[config.mk]
export PLATFORM = sky130hd
export DESIGN_NAME = sram_sp_pipe
export DESIGN_NICKNAME = d
export VERILOG_FILES = /design/src/rtl/sram_sp_pipe.sv
export SDC_FILE = /design/constraint.sdc
export NUM_CORES = 1
export LEC_CHECK = 0
export BUFFER_PORTS_ARGS = -buffer_cell sky130_fd_sc_hd__buf_4
export CAP_MARGIN = 30
export CORE_MARGIN = 5
export CORE_UTILIZATION = 30
export DETAILED_ROUTE_END_ITERATION = 12
export GPL_TIMING_DRIVEN = 0
export MAX_ROUTING_LAYER = met4
export PLACE_DENSITY = 0.48
export SETUP_SLACK_MARGIN = 0.15
export SKIP_CTS_REPAIR_TIMING = 1
export SYNTH_ARGS = -nofsm -noshare
export SYNTH_HDL_FRONTEND = slang
export SYNTH_SLANG_ARGS = --single-unit
[constraint.sdc]
create_clock -name clk -period 4 [get_ports clk]
set_clock_uncertainty 0.15 [all_clocks]
set_input_delay 0.2 -clock clk [delete_from_list [all_inputs] [get_ports clk]]
set_output_delay 0.2 -clock clk [all_outputs]
set_load 0.005 [all_outputs]
[src/rtl/sram_sp_pipe.sv]
// Single-port synchronous SRAM: byte enables, valid/ready request side, RD_LAT-deep read pipeline, post-reset zero sweep.
// Optional per-byte even parity with test-only error injection: define SRAM_SP_PIPE_PARITY_EN.
module sram_sp_pipe #(
    parameter int DATA_W = 32,
    parameter int DEPTH  = 16,
    parameter int RD_LAT = 1,
    parameter int ADDR_W = (DEPTH > 1) ? $clog2(DEPTH) : 1
) (
    input  logic                clk,
    input  logic                rst,
    input  logic                en,
    input  logic                wr,
    input  logic [ADDR_W-1:0]   addr,
    input  logic [DATA_W-1:0]   wdata,
    input  logic [DATA_W/8-1:0] be,
`ifdef SRAM_SP_PIPE_PARITY_EN
    input  logic                par_inject,
`endif
    output logic                ready,
    output logic [DATA_W-1:0]   rdata,
    output logic                rvalid,
    output logic                err
);

    localparam int NB = DATA_W / 8;
    localparam logic [ADDR_W:0]   DEPTH_C  = (ADDR_W+1)'(DEPTH);
    localparam logic [ADDR_W-1:0] LAST_IDX = ADDR_W'(DEPTH - 1);

    typedef enum logic {S_INIT, S_IDLE} state_t;

    state_t              r_state;
    logic [ADDR_W-1:0]   r_cnt;
    logic                r_ready;

    logic [DATA_W-1:0]   r_mem [DEPTH];
    logic [DATA_W-1:0]   r_data_p [RD_LAT];
    logic [RD_LAT-1:0]   r_vld_p;
    logic [RD_LAT-1:0]   r_err_p;

    logic                w_acc;
    logic                w_wr;
    logic                w_rd;
    logic                w_init_wr;
    logic                w_in_range;
    logic [ADDR_W-1:0]   w_idx;
    logic                w_rd_par_err;

    // A request coinciding with a reset edge is discarded along with everything else.
    assign w_acc      = en && r_ready && !rst;
    assign w_in_range = ({1'b0, addr} < DEPTH_C);
    assign w_idx      = w_in_range ? addr : '0;
    assign w_wr       = w_acc && wr && w_in_range;
    assign w_rd       = w_acc && !wr;
    assign w_init_wr  = (r_state == S_INIT) && !rst;

    always_ff @(posedge clk) begin
        if (rst) begin
            r_state <= S_INIT;
            r_cnt   <= '0;
            r_ready <= 1'b0;
        end else begin
            case (r_state)
                S_INIT: begin
                    if (r_cnt == LAST_IDX) begin
                        r_state <= S_IDLE;
                        r_ready <= 1'b1;
                        r_cnt   <= '0;
                    end else begin
                        r_cnt <= r_cnt + 1'b1;
                    end
                end
                default: r_ready <= 1'b1;
            endcase
        end
    end

    always_ff @(posedge clk) begin
        if (w_init_wr) begin
            r_mem[r_cnt] <= '0;
        end else if (w_wr) begin
            for (int i = 0; i < NB; i++) begin
                if (be[i]) r_mem[addr][8*i +: 8] <= wdata[8*i +: 8];
            end
        end
    end

`ifdef SRAM_SP_PIPE_PARITY_EN
    logic [NB-1:0] r_par [DEPTH];
    logic [NB-1:0] w_wpar;

    function automatic logic [NB-1:0] f_byte_par(input logic [DATA_W-1:0] d);
        logic [NB-1:0] p;
        for (int i = 0; i < NB; i++) p[i] = ^d[8*i +: 8];
        return p;
    endfunction

    assign w_wpar       = f_byte_par(wdata) ^ {NB{par_inject}};
    assign w_rd_par_err = |(f_byte_par(r_mem[w_idx]) ^ r_par[w_idx]);

    always_ff @(posedge clk) begin
        if (w_init_wr) begin
            r_par[r_cnt] <= '0;
        end else if (w_wr) begin
            for (int i = 0; i < NB; i++) begin
                if (be[i]) r_par[addr][i] <= w_wpar[i];
            end
        end
    end
`else
    assign w_rd_par_err = 1'b0;
`endif

    // p0: array read at the accepting edge; later stages only delay it.
    always_ff @(posedge clk) begin
        if (rst) begin
            r_vld_p <= '0;
        end else begin
            r_vld_p[0] <= w_rd;
            for (int i = 1; i < RD_LAT; i++) r_vld_p[i] <= r_vld_p[i-1];
        end
    end

    always_ff @(posedge clk) begin
        r_data_p[0] <= w_in_range ? r_mem[w_idx] : '0;
        r_err_p[0]  <= !w_in_range || w_rd_par_err;
        for (int i = 1; i < RD_LAT; i++) begin
            r_data_p[i] <= r_data_p[i-1];
            r_err_p[i]  <= r_err_p[i-1];
        end
    end

    // Output: data/err forced to zero whenever no response is being presented.
    assign ready  = r_ready;
    assign rvalid = r_vld_p[RD_LAT-1];
    assign rdata  = rvalid ? r_data_p[RD_LAT-1] : '0;
    assign err    = rvalid && r_err_p[RD_LAT-1];

endmodule

==> results of run 1 <==
[area by class of cell]
| class | count | share of cell area [%] |
|---|---|---|
| tap | 940 | 4.76 |
| clock buffer | 77 | 6.24 |
| inverter | 3 | 0.0455 |
| multi-input combinational | 421 | 18.9 |
| timing repair buffer | 88 | 2.78 |
| sequential | 551 | 65.3 |
| clock inverter | 30 | 0.809 |
| buffer | 63 | 1.18 |
[path summary, 6_finish.rpt]
check,start,to,slack [ps],cells after the start
worst min-delay path,addr[2],r_data_p[0][31],90,4
worst max register to register,ready,r_mem[2][28],900,4
worst max-delay path,rst,r_mem[2][28],850,6
worst min register to register,ready,ready,380,2
[kinds of logic (layout without fill, tap and decap cells)]
kind of cell	after synthesis	after routing	synth area share, %
simple gates	197	197	4.60
fa+ha+maj	1	1	0.0592
mux	134	134	13.9
compound gates	87	87	3.41
xor+xnor	1	1	0.0415
buf+inv	66	261	1.44
other cells	1	1	0.0178
flops	551	551	76.5
[synthesized netlist by cell type (3+ instances only)]
cell and count:
a21o_1 4, a21oi_1 3, a22oi_1 64, and2_1 33, and3_1 33, buf_2 15
buf_4 8, clkbuf_1 38, dfxtp_1 39, edfxtp_1 512, inv_1 3, mux2i_1 5
mux4_2 128, nand2_1 34, nand3b_1 5, nor2_1 75, nor2b_1 3, nor3_1 5
o21ai_1 4
[routing by layer]
| layer | track usage, % | vias up |
|---|---|---|
| met1 | 20.3 | 5694 |
| met4 | 3.43 | 0 |
| li1 | - | 4547 |
| met5 | - | - |
| met2 | 22.1 | 289 |
| met3 | 2.49 | 69 |
[power groups by stage]
| stage | clock network [µW] | registers [µW] | logic (µW) |
|---|---|---|---|
| floorplan | 0 | 6430 | 286 |
| global placement | 0 | 6440 | 477 |
| detailed placement | 0 | 6440 | 482 |
| CTS | 5150 | 6320 | 483 |
| global route | 5400 | 6320 | 511 |
| finish | 5020 | 6320 | 476 |
[sequential cells by signal, indices dropped and copies added (netlist names)]
register	flops
r_cnt	4
r_data_p	32
r_mem	512
r_state	1
ready	1
rvalid	1
[worst reg2reg max path, delay by kind of cell (launching register included)]
kind / cells / cell delay, ps
simple gates: 3 / 1820
flops: 1 / 380
compound gates: 1 / 350
[metrics by stage]
| stage | power, µW | area [µm²] |
|---|---|---|
| 2_1_floorplan | 6720 | 21100 |
| 3_3_place_gp | 6910 | 22900 |
| 3_5_place_dp | 6920 | 22900 |
| 4_1_cts | 11900 | 24700 |
| 5_1_grt | 12200 | 24700 |
| 6_report | 11800 | 24700 |
[cell usage in the layout, fill, tap and decap left out, drive strengths merged, types with 6 or more instances in the layout]
cell type  instances
clkbuf           115
mux2i              6
and2              33
dfxtp             39
a22oi             64
nand2             35
nor2              75
clkinv            26
mux4             128
and3              33
buf              110
edfxtp           512
==> qor.yml, run 1 <==
fin_crit_ps: 3150
antenna_left: 0
drtIter0Drc: 798
async_flop_share_pct: 0
worst_ep_required_time_ps: 4060
clock-sinks: 551
period_share_pct: 78.8
cts_max_path_buffers: 3
netlist_instances: 1038
wl_met3_mm: 2.71
path_cells: "dlygate4sd3_1 > buf_2 > nand4b_1 > nor3_1 > o21ai_1 > nor2_1"
ys_seq_elements: 551
met1_length_mm: 24.5
fin_nets: 1231
path_delay_family: "simple AND/OR/NAND/NOR gates"
crit_fanout: 10
overflow: 0
final_core_util_pct: 35.4
antenna_cells: 0
first_pass_iters: 5
grt_first_pass_wirelength_mm: 77.5
setup_slack_ps: 848
crit_path_end_kind: "register"
rsz0062_at_grt: "no"
io_pins: 79
wl_met2_mm: 24.8
ir_drop_mv: 0.293
setup-tns-final_ps: 0
cts_root_buf: "clkbuf_16"
max_slew_margin_pct: 32.6
p_leak_uw: 0.00890
synth_fp_nets: 1083
avgSynthCellArea_um2: 20.4
slowest_delay_ps: 830
drt_wl_total_mm: 52.9
routed_via_density: 4.88
power_frac_seq_pct: 53.5
crit_path_start_kind: "input pin"
die_w_um: 275
status: "finished clean"
grt_usage_pct: 14.4
synth_edf_count: 512
start_util_pct: 30.2
hpwlAfterDp_mm: 35.7
multiInputGateArea_um2: 4660
synth.area.top_cells: "edfxtp_1 73%, mux4_2 14%, dfxtp_1 3.7%"
power_frac_comb_pct: 4.0
path_buf_inv: 2
grt_max_degree: 17
drv_cap: 0
cts_tree: "built"
clk_pin_slew_ps: 60
fill_cells: 6630
fp.coreArea_um2: 69900
fp.dieH_um: 275
antenna_found_initial: 3
setup-violations-final: 0
synthFlopType: "edfxtp_1"
yosysTopAreaCellShare_pct: 72.8
wl_per_cell_um: 24.4
fin_cells: 2173
cp.arrival_ps: 3210
fmaxAchievable_mhz: 317
area_growth_pct: 17.1
path_class: "input pin to register"
tightest_slew_ps: 1010
seqCellArea_um2: 16200
htreeDepth: 2
drive_above_1_share_pct: 25.4
clk-insertion-delay-late_ps: 610
hp-class: "input pin to register"
power_density_nw_per_um2: 478
dp.cells: 2059
power_frac_clock_pct: 42.5
yosysTopAreaCell: "edfxtp_1"
seq_area_frac_synth_pct: 76.5
port_buffers: 74
post-route-drc-count: 0
holdWs_ps: 86.6
syn_area_um2: 21100
p_int_uw: 9360
swShare_pct: 20.8
synth_cell_types: 42
routed.top_layer: "met4"
via_count: 10600
finalHoldViolations: 0
slowest_stage: "nor2_1"
yosysWarnings: 0
drv_slew: 0
cts_buffers: 58
gp_congestion: 0.755
pre_cts_slack_ps: 786
switchingPower_uw: 2450
die_area_um2: 75800
grt_pass1_vias: 11100
fp-row-count: 97
Power figures use the tool's default switching activity.
==> run 2: changes to the inputs <==
--- a/config.mk
+++ b/config.mk
@@ -5,6 +5,7 @@
 export SDC_FILE = /design/constraint.sdc
 export NUM_CORES = 1
 export LEC_CHECK = 0
+export ABC_AREA = 1
 export BUFFER_PORTS_ARGS = -buffer_cell sky130_fd_sc_hd__buf_4
 export CAP_MARGIN = 30
 export CORE_MARGIN = 5
==> constraint.sdc (replaced) <==
create_clock -name clk -period 3.3 [get_ports clk]
set_clock_uncertainty 0.15 [all_clocks]
set_input_delay 0.165 -clock clk [delete_from_list [all_inputs] [get_ports clk]]
set_output_delay 0.165 -clock clk [all_outputs]
set_load 0.005 [all_outputs]
==> run 2 against run 1 <==
  * Clock-buffer cell count is 13 higher
  * Via count is 43% higher
  * Critical endpoint is now r_mem[3][30]
  * Combinational power is 98% higher
  * Hold slack worse by 120 ps
  * Sequential power is 22% higher
  * Global-route usage is 4.8 points higher
  * Sequential cell count stayed put
  * The flow now finishes with violations (hold timing)
  * Cell count is 34% higher
==> qor.yml, run 2 <==
ys_seq_elements: 551  # unchanged
setup_slack_ps: 210  # -638 ps
htreeDepth: 2  # unchanged
cp.arrival_ps: 3260  # +50 ps
finalHoldViolations: 129  # +129
worst_ep_required_time_ps: 3470  # -590 ps
tightest_slew_ps: 1090  # +74.4 ps
antenna_left: 0  # unchanged
async_flop_share_pct: 0  # unchanged
use_met3_pct: 3.78  # +1.3 points
met2_usage_pct: 30.1  # +8.0 points
yosysWarnings: 0  # unchanged
clk_pin_slew_ps: 60  # about the same
power_frac_clock_pct: 41.9  # -0.6 points
crit_path_end_kind: "register"
power_frac_seq_pct: 51.8  # -1.7 points
grt_first_pass_wirelength_mm: 106  # +36%
swShare_pct: 22.6  # +1.9 points
netlist_instances: 1690  # +63%
status: "complete, but fails checks"
crit_path_start_kind: "register"
synthSimpleGateAreaFrac_pct: 9.43  # +4.8 points
drt_wl_total_mm: 75.1  # +42%
rrSetupSlack_ps: 210  # -690 ps
fp.coreArea_um2: 71500  # +2.3%
p_leak_uw: 0.00910  # +2.2%
via_count: 15100  # +43%
holdWs_ps: -36.5  # -123 ps
wl_per_cell_um: 25.8  # +5.8%
fin_nets: 1962  # +59%
period_share_pct: 93.6
violations: "hold timing"
cts_buffers: 59  # +1.7%
switchingPower_uw: 3360  # +37%
fp.dieH_um: 278  # +1.1%
crit_fanout: 9  # -1
yosysTopAreaCellShare_pct: 71.2  # -1.6 points
synthAdderAreaFrac_pct: 0.0579  # -0.0013 points
fp-row-count: 98  # +1.0%
drv_cap: 0  # unchanged
power_frac_comb_pct: 6.3  # +2.3 points
hpwlAfterDp_mm: 51.0  # +43%
final_common_cell: "edfxtp_1"
seq_area_frac_synth_pct: 74.8  # -1.7 points
first_pass_iters: 7  # +2
yosysTopAreaCell: "edfxtp_1"
largest_register: "r_mem"
largestRegisters: "r_mem x512, r_data_p x32, r_cnt x4"
synth.area.top_cells: "edfxtp_1 71%, nor2_1 6.2%, o21ai_0 6.0%"
synth_xor_xnor_area_share_pct: 0  # -0.041 points
avgSynthCellArea_um2: 12.8  # -37%
gp_congestion: 0.872  # +16%
post-route-drc-count: 0  # unchanged
synth-compound-area-share_pct: 12.2  # +8.8 points
largest_register_ffs: 512  # unchanged
final_core_util_pct: 36.5  # +1.2 points
top_usage_layer: "met2"
fin_crit_ps: 3090
final_cell_mix: "512 x edfxtp_1, 338 x nor2_1, 259 x o21ai_0"
fmaxAchievable_mhz: 324
cts_root_buf: "clkbuf_16"
cts_max_path_buffers: 3  # unchanged
grt_usage_pct: 19.3  # +4.8 points
port_buffers: 75  # +1.4%
cts_tree: "built"
area_growth_pct: 20.9
dp.cells: 2771  # +35%
synth_common_cells: "512 x edfxtp_1, 358 x nor2_1, 259 x o21ai_0"
routed_via_density: 5.19  # +6.4%
overflow: 0  # unchanged
drive_above_1_share_pct: 13.3  # -12 points
power_density_nw_per_um2: 569  # +19%
grt_max_degree: 17  # unchanged
synthFlopType: "edfxtp_1"
drv_slew: 0  # unchanged
clk-insertion-delay-late_ps: 610  # about the same
pre_cts_slack_ps: 140  # -645 ps
synth_edf_count: 512  # unchanged
max_slew_margin_pct: 27.6  # -5.0 points
die_w_um: 278  # +1.1%
drtIter0Drc: 1816  # +130%
p_int_uw: 11500  # +23%
die_area_um2: 77500  # +2.2%
fin_cells: 2916  # +34%
clock-sinks: 551  # unchanged
grt_pass1_vias: 15000  # +35%
synth_cell_types: 25  # -40%
yosysMostFrequentCell: "edfxtp_1"
ir_drop_mv: 0.372  # +27%
muxShareOfSynthArea_pct: 0  # -14 points
synth_fp_nets: 1735  # +60%
rsz0062_at_grt: "yes"
io_pins: 79  # unchanged
hp-class: "input pin to register"
setup-tns-final_ps: 0  # unchanged
synth_top_family_by_area: "compound AO/OA/AOI/OAI gates"
setup-violations-final: 0  # unchanged
syn_area_um2: 21600  # +2.3%
start_util_pct: 30.2  # about the same
antenna_found_initial: 3  # unchanged
path_class: "register to register"
grt_use_met1_pct: 25.1  # +4.7 points
[run 2: cell count changes in the layout (fill, tap and decap cells not counted), sizes merged, moves of 76 or more]
cell,delta
clkbuf,+76
mux4,-128
nor2,+293
o221ai,+101
o21ai,+257
inv,+77
[run 2: per-layer routing]
layer | vias to the layer above | share of wire [%] | wire (µm)
li1 | 6658 | - | -
met1 | 7562 | 42 | 31400
met2 | 740 | 46 | 34800
met3 | 173 | 8.1 | 6080
met4 | 0 | 3.7 | 2810
met5 | - | 0 | 0
[run 2: area by class of cell]
type / instances / area (µm²)
fill: 6936 / 45400
sequential: 551 / 16200
multi-input combinational: 943 / 4740
clock buffer: 90 / 1650
timing repair buffer: 166 / 1490
tap: 950 / 1190
buffer: 116 / 454
inverter: 80 / 300
clock inverter: 19 / 146
antenna: 1 / 2.50
[run 2: critical path, stage by stage (launching register included)]
cell and delay, ps:
dfxtp_1 370, nor2_4 180, nor2_1 100, o21ai_4 280
nand2_2 180, nand2_1 100, nand2_1 110, nor2_2 220
nand2_1 240, nor2_1 630, buf_6 230
[run 2: path summary, 6_finish.rpt]
path,from,end,cells past startpoint
max reg2reg,r_state,r_mem[3][30],10
min,wdata[29],r_mem[2][29],3
max,r_state,r_mem[3][30],10
min reg2reg,r_cnt[3],r_cnt[3],2
[run 2: power groups by stage]
stage	Sequential, µW	Clock, µW	Combinational [µW]
2_1_floorplan	7830	0	440
3_3_place_gp	7840	0	855
3_5_place_dp	7840	0	896
4_1_cts	7690	6320	899
5_1_grt	7690	6600	995
6_report	7690	6220	941
[run 2: kinds of logic (layout without fill, tap and decap cells)]
| family | count (synthesis) | in the layout |
|---|---|---|
| flip-flops | 551 | 551 |
| AND/OR/NAND/NOR | 515 | 515 |
| AO/OA/AOI/OAI | 426 | 426 |
| buffers and inverters | 196 | 471 |
| adder cells (fa/ha/maj) | 1 | 1 |
| other | 1 | 2 |
[run 2: stage by stage]
step / total power, µW / area [µm²]
after floorplan: 8270 / 21600
after global placement: 8690 / 23400
after detailed placement: 8730 / 23900
after CTS: 14900 / 25700
after global routing: 15300 / 26100
final: 14900 / 26100
